`config.mk`:
```
export PLATFORM = sky130hd
export DESIGN_NAME = unpool2x2
export DESIGN_NICKNAME = d
export VERILOG_FILES = /design/src/rtl/unpool2x2.sv
export SDC_FILE = /design/constraint.sdc
export NUM_CORES = 1
export LEC_CHECK = 0
export ABC_AREA = 1
export BUFFER_PORTS_ARGS = -buffer_cell sky130_fd_sc_hd__buf_2
export CORE_UTILIZATION = 50
export DETAILED_ROUTE_END_ITERATION = 8
export GPL_TIMING_DRIVEN = 1
export PLACE_DENSITY = 0.67
export REMOVE_ABC_BUFFERS = 1
export SYNTH_ARGS = -nofsm -noshare
export SYNTH_HDL_FRONTEND = slang
export SYNTH_SLANG_ARGS = --single-unit
```
`constraint.sdc`:
```
create_clock -name clk -period 3.78 [get_ports clk]
set_clock_uncertainty 0.15 [all_clocks]
set_input_delay 0.378 -clock clk [delete_from_list [all_inputs] [get_ports clk]]
set_output_delay 0.378 -clock clk [all_outputs]
set_load 0.03 [all_outputs]
```
`src/rtl/unpool2x2.sv`:
```
// 2x2 nearest-neighbour unpooling: each pooled word is emitted twice and each row is replayed once.
// Optional frame marker out_eof and its row counter are compiled in with `define UNPOOL_EOF_EN.
module unpool2x2 #(
    parameter int WORD_SIZE = 16,
    parameter int IN_WIDTH  = 14,
    parameter int IN_HEIGHT = 14
) (
    input  logic                        clk,
    input  logic                        reset,
    input  logic signed [WORD_SIZE-1:0] in_data,
    input  logic                        in_valid,
    output logic                        in_ready,
    output logic signed [WORD_SIZE-1:0] out_data,
    output logic                        out_valid,
    input  logic                        out_ready
`ifdef UNPOOL_EOF_EN
    ,
    output logic                        out_eof
`endif
);

    localparam int COL_W = $clog2(IN_WIDTH);
    localparam logic [COL_W-1:0] COL_LAST = COL_W'(IN_WIDTH - 1);

    // The state names where the next word loaded into the output register comes from.
    typedef enum logic {
        FILL   = 1'b0,
        REPLAY = 1'b1
    } state_t;

    state_t                       state_q, state_d;
    logic [COL_W-1:0]             col_q, col_d;
    logic                         dup_q, dup_d;
    logic                         out_valid_q, out_valid_d;
    logic signed [WORD_SIZE-1:0]  out_data_q, out_data_d;
    logic signed [WORD_SIZE-1:0]  row_buf [IN_WIDTH];

    logic transfer;
    logic slot_free;
    logic fill_load;
    logic load;
    logic col_wrap;

    always_comb begin
        transfer  = out_valid_q && out_ready;
        slot_free = !out_valid_q || (out_ready && !dup_q);
        in_ready  = (state_q == FILL) && slot_free && !reset;
        fill_load = in_ready && in_valid;
        load      = fill_load || ((state_q == REPLAY) && slot_free);
        col_wrap  = (col_q == COL_LAST);

        state_d     = state_q;
        col_d       = col_q;
        dup_d       = dup_q;
        out_valid_d = out_valid_q;
        out_data_d  = out_data_q;

        if (load) begin
            out_data_d  = (state_q == FILL) ? in_data : row_buf[col_q];
            out_valid_d = 1'b1;
            dup_d       = 1'b1;
            if (col_wrap) begin
                col_d   = '0;
                state_d = (state_q == FILL) ? REPLAY : FILL;
            end else begin
                col_d = col_q + 1'b1;
            end
        end else if (transfer) begin
            // First copy leaves: keep the word for its second copy; second copy leaves: slot empties.
            if (dup_q) begin
                dup_d = 1'b0;
            end else begin
                out_valid_d = 1'b0;
            end
        end
    end

    always_ff @(posedge clk) begin
        if (reset) begin
            state_q     <= FILL;
            col_q       <= '0;
            dup_q       <= 1'b0;
            out_valid_q <= 1'b0;
            out_data_q  <= '0;
        end else begin
            state_q     <= state_d;
            col_q       <= col_d;
            dup_q       <= dup_d;
            out_valid_q <= out_valid_d;
            out_data_q  <= out_data_d;
        end
    end

    // Row store is never reset: every entry is rewritten in FILL before REPLAY reads it.
    always_ff @(posedge clk) begin
        if (fill_load) begin
            row_buf[col_q] <= in_data;
        end
    end

    assign out_data  = out_data_q;
    assign out_valid = out_valid_q;

`ifdef UNPOOL_EOF_EN
    localparam int ROW_W = (IN_HEIGHT > 1) ? $clog2(IN_HEIGHT) : 1;
    localparam logic [ROW_W-1:0] ROW_LAST = ROW_W'(IN_HEIGHT - 1);

    logic [ROW_W-1:0] row_q, row_d;
    logic             last_q, last_d;
    logic             eof_q, eof_d;

    // last_q marks that the held word is the final replayed word of the frame; eof rises on its second copy.
    always_comb begin
        row_d  = row_q;
        last_d = last_q;
        eof_d  = eof_q;
        if (load) begin
            last_d = (state_q == REPLAY) && col_wrap && (row_q == ROW_LAST);
            eof_d  = 1'b0;
            if ((state_q == REPLAY) && col_wrap) begin
                row_d = (row_q == ROW_LAST) ? '0 : row_q + 1'b1;
            end
        end else if (transfer) begin
            eof_d = dup_q ? last_q : 1'b0;
        end
    end

    always_ff @(posedge clk) begin
        if (reset) begin
            row_q  <= '0;
            last_q <= 1'b0;
            eof_q  <= 1'b0;
        end else begin
            row_q  <= row_d;
            last_q <= last_d;
            eof_q  <= eof_d;
        end
    end

    assign out_eof = eof_q;
`endif

endmodule

```
# == Word level (Yosys, flattened, before mapping) ==
# Memory sizes are Yosys's and may differ from the RTL's. A register that Yosys moved wholly into a read port is not among the register bits.
# Cells that the tools add are included.
# op_classes
reduce_logical,14
n_eq_ne,2
addsub,1
mux,9
n_bitwise,1
# ops
op,count
$mux 1,8
$logic_and 1x1->1,6
$add 4x1->4 const B,1
$eq 4x4->1 const B,1
$mux 4,1
$reduce_and 2->1,2
$logic_not 1->1,3
$logic_or 1x1->1,2
$ne 2x1->1 const B,1
$reduce_bool 2->1,1
$not 1->1,1
# word_totals
ff_bits,7
memories,1
output_inout_bits,18
mem_bits_rw,224
in_bits,20
word_cells,32
# memory_table
name,words,word_bits,read_ports,rd_clocked_by_memory_dff,wr,line_no,source
row_buf,14,16,1,1,1,36,logic signed [WORD_SIZE-1:0] row_buf [IN_WIDTH];

# == Logic depth before layout (Yosys ltp) ==
# depth
depth_word,9
ltp_mapped,12
mapped_depth_nobuf,9

# == Worst setup path before layout ==
# No wires, ideal clock.
# synth_path
path_kind,reg2reg
start,register col_q[3]
end,memory row_buf[10][0] (enable)
t_required_ns,3.221
t_arrival_ns,2.079
path_slack_ns,1.142
stages_incl_launch_ff,6
synth_period_minus_slack_ns,2.638
cell_sequence,dfxtp_1 -> inv_2 -> nor2_4 -> buf_6 -> inv_1 -> nor3_1
# synth_rtl
element,line_no,source
from (decl),32,"logic [COL_W-1:0] col_q, col_d;"
from (signal assigned),87,col_q <= col_d;
to (decl),36,
# No word-level cell before the write port.

# == Worst setup path after layout ==
# layout_path
start,input port reset
end,memory row_buf[1][5] (enable)
# layout_between
elab_chain_len,5
# layout_lines
element,line_no,source
from (decl),9,"input logic reset,"
$logic_not 1->1,47,in_ready = (state_q == FILL) && slot_free && !reset;
$logic_and 1x1->1,47,
$logic_and 1x1->1,48,fill_load = in_ready && in_valid;
$mux 1,96,if (fill_load) begin
$mux 1 (not written as such),97,row_buf[col_q] <= in_data;
# Every way passes these cells.

==> summary.md <==
| Metric | Value |
|---|---|
| Number of H-tree levels | `1` |
| Nets | `1064` |
| Endpoints failing setup | `0` |
| GR Overflow Total | `0` |
| Psw | `around 0.0013 W` |
| Wire per inst | `~18 µm` |
| Min cycle time layout | `between 2 and 3 ns` |
| Worst hold-check path type | `primary input to register` |
| Critical R2R Launch | `col_q[1]$_SDFFE_PP0P_` |
| Post-DR vias/cell | `approximately 5.2` |
| Synth warn | `0` |
| Core box area | `between 20000 and 25000 µm²` |
| Die area | `21390 µm²` |
| Commonest cells post-synth | `508 x nand2_1, 224 x edfxtp_1, 65 x nor2_1` |
| Post-synthesis sequential area ratio | `approximately 69%` |
| Max frequency | `between 300 and 400 MHz` |
| Hpwl dp | `about 15000 µm` |
| Total number of vias | `roughly 7000` |
| DR pass1 iterations | `7` |
| RSZ-0062 raised after global routing | `no` |
| CTS root buf | `clkbuf_16` |
| Initial drt markers | `approximately 620` |
| Ports | `38` |
| Sw Share | `~22%` |
| Pleak | `4.715 nW` |
| Pwr dens | `between 500 and 600 nW/µm²` |
| Post-CTS setup buffer count | `0` |
| Hold Fails Final Rpt | `0` |
| Measured slew at the worst slew-check pin | `between 1 and 1.5 ns` |
| Crit path arrival time | `2.76 ns` |
| Layout area overhead | `12.05%` |
| Clock sinks | `between 200 and 250` |
| Die span in y | `146.2 µm` |
| Post-synth EDFFs | `approximately 220` |
| Max-slew headroom | `between 20% and 30%` |
| Clock power share | `42.3%` |
| CTS tree | `built` |
| Slew Viols, Final | `0` |
| Initial Util | `between 50% and 60%` |
| Area contributors post-synth | `edfxtp_1 65%, nand2_1 18%, dfxtp_1 4.4%` |
| Gpl congestion | `0.8621` |
| Number of diodes | `0` |
| DRC viols | `0` |
| Worst Path Max Fanout | `22` |
| Crit end category | `register` |
| First-pass GRT wire length | `38120 µm` |
| VDD IR max | `~0.00040 V` |
| IO buf count | `37` |
| CP required | `about 3.8 ns` |
| Post-Syn Area | `about 10000 µm²` |
| Seq cells post-synth | `roughly 250` |
| Chip width | `around 150 µm` |
| Yosys top cell by area | `edfxtp_1` |
| Top FF cell, synth | `edfxtp_1` |
| HP Start | `out_ready` |
| Post-DRT Antenna Nets | `0` |
| Hold Path Stages | `4` |
| Internal Pwr Total | `around 0.0046 W` |
| Wirelength, routed | `24420 µm` |
| Crit start category | `primary input` |
| Syn avg cell area | `just over 10 µm²` |
| Setup ws final | `~1 ns` |
| MaxCap Viol Count | `0` |
| Syn Inst Count | `~1000` |
| Comb pwr share | `under 10%` |
| Crit Path Category | `primary input to register` |
| Initial antenna violation count | `0` |
| Status | `finished, final reports clean` |
| Share of synthesized registers carrying an async set or reset | `0%` |
| Clock transition at path regs | `roughly 0.06 ns` |
| Post-Place Worst Slack | `a little over 1 ns` |
| Vias in the first global route | `roughly 6700` |
| Top-count cell post-synth | `nand2_1` |
| Sequential Power Share | `between 50% and 60%` |
| Total Routing Usage GR | `between 20% and 30%` |
| CP Launch Point | `reset` |
| Period Utilization, post-route | `between 70% and 80%` |
| # rows | `52` |
| Clk_lat worst skew | `about 0.52 ns` |
| Worst r2r path cells | `3` |
| Yosys top cell area share | `around 65%` |
| Synth unique cells | `25` |
| Pwr Total | `roughly 0.006 W` |
| Largest net degree at the start of global routing | `between 70 and 80` |
| Clock buffer depth | `3` |
| Layout cells sized above 1 | `~11%` |
| Total CTS buffers | `25` |
## critical path, stage by stage
cell,delay [ns]
dlygate4sd3_1,0.53
buf_2,0.14
inv_2,0.31
nand4_4,0.14
inv_2,0.26
nand2_1,0.18
nor2_2,0.79
## flip-flops by register name (all words and copies together), names as in the netlist
signal	cells
state_q	1
out_data	16
out_valid	1
dup_q	1
row_buf	224
col_q	4
## power groups by stage
stage                     Combinational (W)  Clock [W]  Sequential [W]
after detailed placement           0.000397          0         0.00310
after floorplan                    0.000202          0         0.00312
after CTS                          0.000401    0.00255         0.00304
final                              0.000399    0.00252         0.00304
after global routing               0.000447    0.00266         0.00304
after global placement             0.000392          0         0.00310
## path summary, 6_finish.rpt
check / end / slack (ns)
worst max-delay path: row_buf[1][5]$_DFFE_PP_ / 1.00
worst min-delay path: dup_q$_SDFFE_PP0P_ / 0.08
worst max register to register: row_buf[2][5]$_DFFE_PP_ / 1.15
worst min register to register: state_q$_SDFFE_PP0P_ / 0.38
## cell families after synthesis
family | synth area share, %
compound gates | 1.876
xor+xnor | 0.1684
buf+inv | 4.258
flops | 69.09
simple gates | 24.61
## per-layer routing
metal	vias to the layer above	global-route usage [%]	wire length, µm
met1	3349	34.99	11070
met2	212	35.86	11090
li1	3378	-	-
met5	-	0	0
met3	32	4.344	1885
met4	0	5.260	380
## timing repair
action	4_1_cts	5_1_grt
endpoints found under the hold margin	3	0
hold buffers	2	0
resized for setup	0	0
## area by class of cell
| class | count | area [µm²] |
|---|---|---|
| Fill cell | 1731 | 8643 |
| Clock inverter | 12 | 131.4 |
| Sequential cell | 247 | 7192 |
| Timing Repair Buffer | 57 | 340.3 |
| Tap cell | 270 | 337.8 |
| Inverter | 33 | 126.4 |
| Multi-Input combinational cell | 680 | 2820 |
| Clock buffer | 33 | 708.2 |
## cells in the final DEF (no fill, tap or decap), drive strengths merged
| master | synthesis | final |
|---|---|---|
| nor3 | 6 | 6 |
| nand3 | 37 | 37 |
| a21oi | 3 | 3 |
| xor2 | 2 | 2 |
| nor2 | 69 | 69 |
| edfxtp | 224 | 224 |
| clkbuf | 11 | 33 |
| nand4 | 1 | 1 |
| o21ai | 36 | 36 |
| dfxtp | 23 | 23 |
| clkinvlp | 0 | 1 |
| dlygate4sd3 | 0 | 2 |
| inv | 33 | 33 |
| bufinv | 0 | 3 |
| buf | 37 | 55 |
| nand3b | 16 | 16 |
| clkinv | 0 | 8 |
| nand2 | 510 | 510 |
## per-stage QoR
stage | util [%] | cells | area, µm² | hold WS, ns | setup TNS, ns
after floorplan | - | 960 | 10090 | 0.2971 | -105.17
after global placement | 53.19 | 1285 | 10800 | 0.3598 | 0
after detailed placement | 53.19 | 1285 | 10800 | 0.3698 | 0
after CTS | 57.42 | 1332 | 11660 | 0.07643 | 0
after global routing | 57.42 | 1332 | 11660 | 0.1029 | 0
final | 57.42 | 1332 | 11660 | 0.08057 | 0
Power figures use the tool's default switching activity.
